<file path="config.mk">
export PLATFORM = sky130hd
export DESIGN_NAME = instruction_packer
export DESIGN_NICKNAME = d
export VERILOG_FILES = /design/src/rtl/instruction_packer.sv
export SDC_FILE = /design/constraint.sdc
export NUM_CORES = 1
export LEC_CHECK = 0
export CAP_MARGIN = 10
export CORE_MARGIN = 2
export CORE_UTILIZATION = 48
export DETAILED_ROUTE_END_ITERATION = 16
export PLACE_DENSITY = 0.84
export SYNTH_ARGS = -nofsm -noshare
export SYNTH_HDL_FRONTEND = slang
export SYNTH_SLANG_ARGS = --single-unit
</file>
<file path="constraint.sdc">
create_clock -name clk -period 2.1 [get_ports clk]
set_input_delay 0.63 -clock clk [delete_from_list [all_inputs] [get_ports clk]]
set_output_delay 0.63 -clock clk [all_outputs]
set_load 0.02 [all_outputs]
</file>
<file path="src/rtl/instruction_packer.sv">
// Packs instruction fields into 24-bit words, buffers them in a small FIFO and streams them to instruction memory.
// Optional running XOR checksum of written words: define INSTR_PACKER_CKSUM_EN.
module instruction_packer #(
   parameter int ADDR_W = 8,
   parameter int DEPTH  = 4
) (
   input  logic                     clk,
   input  logic                     rst_n,
   input  logic                     start,
   input  logic                     in_valid,
   output logic                     in_ready,
   input  logic [0:5]               op,
   input  logic [0:1]               rs1,
   input  logic [0:1]               rs2,
   input  logic [0:1]               rd,
   input  logic [0:11]              immediate,
   output logic                     mem_we,
   input  logic                     mem_ready,
   output logic [0:ADDR_W-1]        mem_addr,
   output logic [0:23]              mem_wdata,
   output logic [0:$clog2(DEPTH)]   count,
   output logic                     done
`ifdef INSTR_PACKER_CKSUM_EN
   ,
   output logic [0:23]              cksum
`endif
);

   localparam int PTR_W = $clog2(DEPTH);

   logic [0:23]       word_q [DEPTH];
   logic [PTR_W-1:0]  wr_ptr;
   logic [PTR_W-1:0]  rd_ptr;
   logic [PTR_W:0]    count_q;
   logic [ADDR_W-1:0] addr_q;
   logic              done_q;
   logic              full;
   logic              push;
   logic              pop;

   // Field order puts op in the most significant bits (bit 0 of the word).
   function automatic logic [0:23] pack_word(input logic [0:5]  f_op,
                                             input logic [0:1]  f_rs1,
                                             input logic [0:1]  f_rs2,
                                             input logic [0:1]  f_rd,
                                             input logic [0:11] f_imm);
      return {f_op, f_rs1, f_rs2, f_rd, f_imm};
   endfunction

   assign full      = (count_q == (PTR_W+1)'(DEPTH));
   assign in_ready  = !full && !done_q;
   assign mem_we    = (count_q != '0) && !done_q;
   assign push      = in_valid && in_ready;
   assign pop       = mem_we && mem_ready;
   assign mem_wdata = word_q[rd_ptr];
   assign mem_addr  = addr_q;
   assign count     = count_q;
   assign done      = done_q;

   // Storage carries no reset; the pointers alone define what is valid.
   always_ff @(posedge clk) begin
      if (push) begin
         word_q[wr_ptr] <= pack_word(op, rs1, rs2, rd, immediate);
      end
   end

   always_ff @(posedge clk) begin
      if (!rst_n || start) begin
         wr_ptr  <= '0;
         rd_ptr  <= '0;
         count_q <= '0;
         addr_q  <= '0;
         done_q  <= 1'b0;
      end else begin
         if (push) begin
            wr_ptr <= wr_ptr + PTR_W'(1);
         end
         if (pop) begin
            rd_ptr <= rd_ptr + PTR_W'(1);
            addr_q <= addr_q + ADDR_W'(1);
            // Writing the last address fills the memory; the address wraps to 0.
            if (&addr_q) begin
               done_q <= 1'b1;
            end
         end
         case ({push, pop})
            2'b10:   count_q <= count_q + (PTR_W+1)'(1);
            2'b01:   count_q <= count_q - (PTR_W+1)'(1);
            default: count_q <= count_q;
         endcase
      end
   end

`ifdef INSTR_PACKER_CKSUM_EN
   logic [0:23] cksum_q;

   always_ff @(posedge clk) begin
      if (!rst_n || start) begin
         cksum_q <= '0;
      end else if (pop) begin
         cksum_q <= cksum_q ^ mem_wdata;
      end
   end

   assign cksum = cksum_q;
`endif

endmodule

</file>
==> results.ini, run 1 <==
[status]
status=finished with violations
violations=negative setup slack

[min_path]
hold_depth=2
worstHoldPathType=reg2reg

[logic_synthesis]
synth_compound_area_frac=0.0324
syn-cell-area_um2=4410
synth_flop_cell=edfxtp_1
synth_top_family_by_area=multiplexers
synth_edf_count=96
synth-seq-area-share=0.736
synth-async-reset-ratio=0
synth_xor_area_frac=0.00398
synth.avg_cell_area_um2=18.8
syn_nets=270
synth-simple-area-share=0.0588
synthMuxAreaShare=0.127
ys_ff_latch=114
synthAdderAreaFrac=0.0216
syn_inst=234
synth.top_cells.by_area=edfxtp_1 (65%), mux4_2 (12%), dfxtp_1 (8.2%)
yosys_warnings=0
yosysUniqueCellTypes=31
synth_top_area_cell=edfxtp_1
synth_top_area_frac=0.654

[setup_path]
reg2regPathDepth=9
crit_chain=buf_12, mux4_2, buf_4
cp_top_family=multiplexers
cp_data_required_time_ns=1.47
slowest_delay_ns=0.52
crit_type=reg2out
path_buf_inv=2
crit_arrival_ns=1.74
slowest_stage=mux4_2
critPathCaptureType=output pin
cp_max_fo=10
cp.depth=3
cp-start-kind=register

[cells_and_area]
finalNonFillerCells=451
drive_above_1_share=0.335
final_nets=366
area_delta_synth_final_pct=36.9
design_area_um2=6030
mostFrequentLayoutCells=edfxtp_1 (96), clkdlybuf4s50_1 (27), mux4_2 (24)
diodes=0
final_common_cell=edfxtp_1

[place]
place_hpwl_um=4910
placed_area_um2=5380
port-buffer-count=66
gp_congestion=0.813
dp.cells=416

[power_and_ir_drop]
powerDensity_nw_per_um2=970
vdd_ir_drop_max_mv=0.644
leakage_nw=2.14

[sta]
finalMaxSlewViolations=0
fin_ws_ns=-0.267
fin_tns_setup_ns=-5.52
setup_viol=24
max_freq_ghz=0.422
min_period_ns=2.37
rsz0062_at_grt=true
finalCritPeriodShare=1.13
worst_pin_slew_ns=0.409
hold_viol_final=0
slew-limit-headroom=0.727
skew_ns=0.00495

[clock_tree]
clk-insertion-delay-late_ns=0.50
cts_root_buffer=clkbuf_8
cts_tree=built
ctsLongestPathBuffers=2
htreeDepth=4
cts.sinks=114
clk_pin_slew_worst_paths_ns=0.06
cts_hold_buf=0
numCtsBuffers=17

[global_routing]
track_usage=0.179
antenna_found_initial=0
grt_max_degree=25
grt_pass1_vias=2533
grt_first_pass_wirelength_um=13000
overflow=0

[route]
dr.pass1.iters=4
drtIter0Drc=95
postRouteAntennaNets=0
routedWlPerCell_um=18.6
wl_um=8410
drcViolationCount=0
num_vias=2476
vias_per_cell=5.49

[die]
die_h_um=99.8
start_util=0.500
io_pins=67
core-area_um2=8810
dieArea_um2=9960
die_w_um=99.8
rows=34

[run]
max_cap_violations=0

cells in the mapped netlist, drive strengths merged (2+ instances only):
master / instances
buf: 8
nor2b: 2
clkbuf: 2
or3: 4
mux4: 24
nand2b: 4
or4: 6
nand3: 5
inv: 8
ha: 6
xor2: 2
edfxtp: 96
nand4: 2
a21oi: 13
mux2i: 2
dfxtp: 18
nor2: 7
nand2: 3
o21ai: 5
and2: 4
o31ai: 6
sequential cells by signal, indices dropped and copies added (netlist names), named ones only:
name / cells
count: 3
done: 1
mem_addr: 8
rd_ptr: 2
word_q: 96
wr_ptr: 2
logic make-up (layout without fill, tap and decap cells):
kind of cell,after synthesis,count (layout)
DFF,114,114
and+or+nand+nor,42,42
muxes,26,26
AOI/OAI and AO/OA,25,25
buffers and inverters,18,127
adders and majority gates,7,7
xor gates and xnor gates,2,2
routing by layer:
layer	part of all wire	wire, µm	GRT usage	up-vias
li1	-	-	-	1142
met1	0.42	3530	0.219	1242
met2	0.51	4300	0.296	84
met3	0.061	516	0.0675	8
met4	0.0082	69	0.0601	0
met5	0	0	0	-
what timing repair did:
item                                   in CTS  in global routing
cloned                                      1                  0
pin swaps                                   0                  3
endpoints found under the hold margin       0                  0
buffers inserted                            2                  1
setup endpoints to repair                  38                 27
resized for setup                         147                 12
metrics by stage:
| stage | power [mW] | worst slack (ns) | hold WS [ns] | util |
|---|---|---|---|---|
| 3_5_place_dp | 2.96 | -0.450 | 0.492 | 0.611 |
| 5_1_grt | 6.04 | -0.335 | 0.538 | 0.685 |
| 3_3_place_gp | 2.94 | -0.373 | 0.462 | 0.611 |
| 2_1_floorplan | 2.75 | 0.00676 | 0.453 | - |
| 6_report | 5.85 | -0.267 | 0.497 | 0.685 |
| 4_1_cts | 5.90 | -0.367 | 0.500 | 0.686 |
path summary, 6_finish.rpt:
check,from,end,slack (ns)
worst max register to register,count[2],count[0],0.12
worst min-delay path,mem_addr[0],mem_addr[0],0.50
worst max-delay path,register,mem_wdata[6],-0.27
worst min register to register,mem_addr[0],mem_addr[0],0.50
cell type report:
class / count / area [µm²]
well taps: 108 / 135
flip-flops and latches: 114 / 3260
clock inverters: 15 / 208
clock buffers: 17 / 414
fillers: 575 / 2770
multi-input cells: 102 / 1110
repair buffers: 87 / 878
inverters: 8 / 30.0
worst register-to-register path, stage by stage (launching register included):
cell,delay [ns]
dfxtp_4,0.37
nor3b_4,0.24
nor2_2,0.07
inv_1,0.07
ha_2,0.19
inv_2,0.04
fa_2,0.33
xor2_1,0.15
or3_1,0.32
a21oi_2,0.12
report_power, final:
| part | internal (mW) | switching [mW] | total, mW |
|---|---|---|---|
| registers | 2.51 | 0.0206 | 2.53 |
| clock network | 1.94 | 1.01 | 2.94 |
| logic | 0.193 | 0.189 | 0.381 |
No activity file was read; power rests on OpenSTA's default activity.
==> inputs of run 2 (changes only) <==
Settings changed: PLACE_DENSITY 0.84 to 0.75.
==> run 2 against run 1 <==
Compared with the run above: the run still ends with negative setup slack left; non-clock buffer count up 7; via count increased by 1.1%; global-route usage up 0.38 points; clock power is 4% lower; flip-flop and latch count unchanged.
==> results.ini, run 2 (synthesis results as in run 1) <==
[cells_and_area]
design_area_um2=5990  ; was 6030 µm²
top_register=word_q  ; unchanged
diodes=0  ; unchanged
mostFrequentLayoutCells=edfxtp_1 (96), clkdlybuf4s50_1 (27), mux4_2 (24)  ; unchanged
fillers=575  ; unchanged
drive_above_1_share=0.329  ; was 0.335
final_common_cell=edfxtp_1  ; unchanged
area_delta_synth_final_pct=36.0  ; was 36.9%
largest_register_ffs=96  ; unchanged
final_nets=373  ; was 366

[sta]
rsz0062_at_grt=true  ; unchanged
holdWs_ns=0.495  ; was 0.497 ns
finalMaxSlewViolations=0  ; unchanged
hold_viol_final=0  ; unchanged
skew_ns=0.00655  ; was 0.00495 ns
min_period_ns=2.38  ; was 2.37 ns
max_freq_ghz=0.420  ; was 0.422 GHz
finalCritPeriodShare=1.13  ; about the same
setup_viol=24  ; unchanged
slew-limit-headroom=0.737  ; was 0.727
fin_ws_ns=-0.283  ; was -0.267 ns
worst_pin_slew_ns=0.393  ; was 0.409 ns

[route]
drcViolationCount=0  ; unchanged
top_layer=met4  ; unchanged
num_vias=2503  ; was 2476
dr_wl_met3_um=436  ; was 516 µm
met2WireLength_um=4300  ; about the same
routedWlPerCell_um=18.1  ; was 18.6 µm
postRouteAntennaNets=0  ; unchanged
vias_per_cell=5.47  ; was 5.49
dr.pass1.iters=4  ; unchanged
wl_met1_um=3370  ; was 3530 µm
wl_um=8270  ; was 8410 µm
drtIter0Drc=72  ; was 95

[place]
placed_area_um2=5400  ; was 5380 µm²
place_hpwl_um=5180  ; was 4910 µm
port-buffer-count=66  ; unchanged
gp_congestion=0.745  ; was 0.813

[die]
die_w_um=99.8  ; unchanged
dieArea_um2=9960  ; unchanged
die_h_um=99.8  ; unchanged
core-area_um2=8810  ; unchanged
rows=34  ; unchanged
io_pins=67  ; unchanged
start_util=0.500  ; unchanged

[clock_tree]
cts_tree=built  ; unchanged
ctsLongestPathBuffers=2  ; unchanged
clk_pin_slew_worst_paths_ns=0.05  ; was 0.06 ns
numCtsBuffers=17  ; unchanged
cts_root_buffer=clkbuf_8  ; unchanged
clk-insertion-delay-late_ns=0.50  ; about the same
htreeDepth=4  ; unchanged
cts.sinks=114  ; unchanged

[power_and_ir_drop]
vdd_ir_drop_max_mv=0.565  ; was 0.644 mV
power_mw=5.71  ; was 5.85 mW
powerDensity_nw_per_um2=953  ; was 970 nW/µm²
leakage_nw=2.15  ; was 2.14 nW

[setup_path]
critPathCaptureType=output pin  ; unchanged
cp-start-kind=register  ; unchanged
cp_data_required_time_ns=1.47  ; about the same
cp_max_fo=9  ; was 10
crit_type=reg2out  ; unchanged
crit_arrival_ns=1.75  ; was 1.74 ns

[global_routing]
antenna_found_initial=0  ; unchanged
grt_max_degree=19  ; was 25
grt_pass1_vias=2609  ; was 2533
overflow=0  ; unchanged
track_usage=0.183  ; was 0.179
grt_first_pass_wirelength_um=13300  ; was 13000 µm

[status]
violations=negative setup slack  ; unchanged
status=finished with violations  ; unchanged

[run]
max_cap_violations=0  ; unchanged

[min_path]
worstHoldPathType=reg2reg  ; unchanged

## run 2: cell types whose count changed in the layout (fill, tap and decap cells not counted), sizes merged
cell | previous run | this run
buf | 46 | 53
clkbuf | 18 | 20
clkinv | 5 | 7
clkinvlp | 3 | 2
inv | 11 | 8
## run 2: worst paths after layout
path / from / endpoint / slack [ns] / cells after the start
worst max-delay path: register / mem_wdata[0] / -0.28 / 3
worst min-delay path: mem_addr[0] / mem_addr[0] / 0.49 / 2
worst max register to register: count[1] / count[0] / 0.10 / 9
worst min register to register: mem_addr[0] / mem_addr[0] / 0.49 / 2
## run 2: layer usage
| layer | vias up | track usage |
|---|---|---|
| li1 | 1148 | - |
| met1 | 1259 | 0.224 |
| met2 | 82 | 0.304 |
| met3 | 14 | 0.0501 |
| met4 | 0 | 0.0864 |
| met5 | - | 0 |
## run 2: critical path, cell delays in order (launching register included)
cell and delay (ns):
dfxtp_4 0.39, buf_12 0.15, mux4_2 0.53, buf_2 0.18
## run 2: layout make-up
type | instances | area, µm² | area share
flip-flops and latches | 114 | 3250 | 0.543
multi-input cells | 102 | 1100 | 0.184
repair buffers | 94 | 880 | 0.147
clock buffers | 19 | 422 | 0.0704
clock inverters | 13 | 166 | 0.0278
well taps | 108 | 135 | 0.0226
inverters | 8 | 30.0 | 0.00501
## run 2: power breakdown
group	internal (mW)	leakage [nW]	switching, mW
Sequential	2.51	1.03	0.0212
Combinational	0.184	0.841	0.187
Clock	1.90	0.284	0.910
## run 2: what timing repair did
item | 4_1_cts | 5_1_grt
pin swaps | 0 | 4
endpoints found under the setup margin | 38 | 27
buffers inserted | 3 | 1
gates cloned | 1 | 0
resized for setup | 141 | 5
hold buffers | 0 | 0
## run 2: stage by stage
stage | TNS, ns | setup slack (ns) | util | instances
finish | -5.75 | -0.283 | 0.680 | 458
global route | -7.20 | -0.332 | 0.680 | 458
CTS | -7.42 | -0.359 | 0.683 | 458
detailed placement | -11.31 | -0.474 | 0.614 | 422
global placement | -5.35 | -0.372 | 0.614 | 422
floorplan | 0 | 0.00676 | - | 234
==> inputs of run 3 (changes only) <==
Settings changed: CELL_PAD_IN_SITES_DETAIL_PLACEMENT from default to 1, CELL_PAD_IN_SITES_GLOBAL_PLACEMENT from default to 2, CORE_UTILIZATION 48 to 36, PLACE_DENSITY 0.75 to default, PLACE_DENSITY_LB_ADDON from default to 0.1.
==> run 3 against run 2 <==
Compared with the run above: the flow still finishes with violations (negative setup slack); worst setup slack gained 0.054 ns; core utilization shrank 16 points; clock skew grew 0.0012 ns; largest power group unchanged.
==> results.ini, run 3 (synthesis results as in run 1) <==
[die]
rows=40  ; was 34
die_h_um=115  ; was 99.8 µm
dieArea_um2=13100  ; was 9960 µm²
die_w_um=115  ; was 99.8 µm
core-area_um2=12000  ; was 8810 µm²
io_pins=67  ; unchanged
start_util=0.368  ; was 0.500

[status]
status=finished with violations  ; unchanged
violations=negative setup slack  ; unchanged

[sta]
slew-limit-headroom=0.748  ; was 0.737
hold_viol_final=0  ; unchanged
fin_ws_ns=-0.229  ; was -0.283 ns
max_freq_ghz=0.429  ; was 0.420 GHz
setup_viol=24  ; unchanged
rsz0062_at_grt=true  ; unchanged
fin_tns_setup_ns=-4.31  ; was -5.75 ns
holdWs_ns=0.488  ; was 0.495 ns
finalMaxSlewViolations=0  ; unchanged
min_period_ns=2.33  ; was 2.38 ns
finalCritPeriodShare=1.11  ; was 1.13
skew_ns=0.00779  ; was 0.00655 ns
worst_pin_slew_ns=0.377  ; was 0.393 ns

[setup_path]
crit_chain=buf_12, buf_16, mux4_2, buf_6  ; was buf_12, mux4_2, buf_2
slowest_delay_ns=0.50  ; was 0.53 ns
cp_max_fo=5  ; was 9
slowest_stage=mux4_2  ; unchanged
cp-start-kind=register  ; unchanged
path_buf_inv=3  ; was 2
crit_type=reg2out  ; unchanged
cp_top_family=multiplexers  ; unchanged
cp_data_required_time_ns=1.47  ; about the same
crit_arrival_ns=1.70  ; was 1.75 ns
critPathCaptureType=output pin  ; unchanged

[clock_tree]
cts.sinks=114  ; unchanged
htreeDepth=4  ; unchanged
numCtsBuffers=17  ; unchanged
cts_root_buffer=clkbuf_16  ; was clkbuf_8
cts_tree=built  ; unchanged
ctsLongestPathBuffers=2  ; unchanged
clk-insertion-delay-late_ns=0.40  ; was 0.50 ns
clk_pin_slew_worst_paths_ns=0.05  ; about the same

[power_and_ir_drop]
p_clk_frac=0.507  ; was 0.492
seqPwrFrac=0.426  ; was 0.443
powerDensity_nw_per_um2=951  ; was 953 nW/µm²
leakage_nw=2.24  ; was 2.15 nW
net-switching-power_mw=1.17  ; was 1.12 mW
power_mw=5.93  ; was 5.71 mW
p_int_mw=4.76  ; was 4.59 mW
vdd_ir_drop_max_mv=0.398  ; was 0.565 mV
switching_share=0.197  ; was 0.196
combinationalPowerShare=0.067  ; was 0.065

[cells_and_area]
top_register=word_q  ; unchanged
diodes=0  ; unchanged
drive_above_1_share=0.346  ; was 0.329
mostFrequentLayoutCells=edfxtp_1 (96), clkdlybuf4s50_1 (29), mux4_2 (24)  ; was edfxtp_1 (96), clkdlybuf4s50_1 (27), mux4_2 (24)
area_delta_synth_final_pct=41.6  ; was 36.0%
final_nets=379  ; was 373
largest_register_ffs=96  ; unchanged
final_common_cell=edfxtp_1  ; unchanged

[global_routing]
antenna_found_initial=0  ; unchanged
grt_max_degree=21  ; was 19
grt_first_pass_wirelength_um=14900  ; was 13300 µm
track_usage=0.159  ; was 0.183
overflow=0  ; unchanged
grt_pass1_vias=2658  ; was 2609

[place]
port-buffer-count=66  ; unchanged
place_hpwl_um=6010  ; was 5180 µm
gp_congestion=0.670  ; was 0.745
pre_cts_ws_ns=-0.410  ; was -0.474 ns

[route]
routedWlPerCell_um=18.9  ; was 18.1 µm
drcViolationCount=0  ; unchanged
wl_um=9530  ; was 8270 µm
dr.pass1.iters=4  ; unchanged
drtIter0Drc=104  ; was 72
vias_per_cell=5.00  ; was 5.47
postRouteAntennaNets=0  ; unchanged
num_vias=2515  ; was 2503

[min_path]
worstHoldPathType=reg2reg  ; unchanged

[run]
max_cap_violations=0  ; unchanged

[run 3: cell types whose count changed in the layout (fill, tap and decap cells not counted), moves of 3 or more]
cell,delta
buf_6,+4
clkbuf_16,+7
bufinv_16,-3
clkinv_1,-3
buf_2,-5
[run 3: routing by layer]
metal,track usage,share of wire,up-vias
met2,0.259,0.50,62
li1,-,-,1162
met5,0,0,-
met1,0.196,0.43,1279
met3,0.0556,0.052,12
met4,0.0610,0.016,0
[run 3: path summary, 6_finish.rpt]
kind	slack, ns	depth (start not counted)	endpoint	startpoint
hold reg to reg	0.49	2	rd_ptr[1]	rd_ptr[1]
setup reg to reg	0.14	9	count[0]	count[0]
hold / removal	0.49	2	rd_ptr[1]	rd_ptr[1]
setup / recovery	-0.23	4	mem_wdata[22]	register
[run 3: per-stage QoR]
stage	utilization	instances	instance area [µm²]
2_1_floorplan	-	234	4430
3_3_place_gp	0.460	464	5500
3_5_place_dp	0.460	464	5500
4_1_cts	0.519	500	6210
5_1_grt	0.522	503	6240
6_report	0.522	503	6240
[run 3: timing repair]
action	in CTS	in global routing
pin swaps	0	4
setup endpoints to repair	35	26
gates resized for setup	143	9
setup buffers	2	4
gates cloned	2	0
hold buffers	0	0
[run 3: area by class of cell]
class	instances	area (µm²)
multi-input combinational	102	1110
clock buffer	27	591
clock inverter	5	52.6
timing repair buffer	100	1020
fill	1131	5720
sequential	114	3250
inverter	8	30.0
tap	147	184
[run 3: power by group through the flow]
stage          Clock, mW  Combinational (mW)  Sequential (mW)
2_1_floorplan          0               0.177             2.57
3_5_place_dp           0               0.397             2.57
3_3_place_gp           0               0.393             2.57
6_report            3.01               0.400             2.53
4_1_cts             3.07               0.403             2.53
5_1_grt             3.16               0.430             2.53
[run 3: tightest hold or removal path, stage by stage (launching register included)]
cell	delay [ns]
dfxtp_1	0.31
o31ai_1	0.06
a21oi_1	0.07
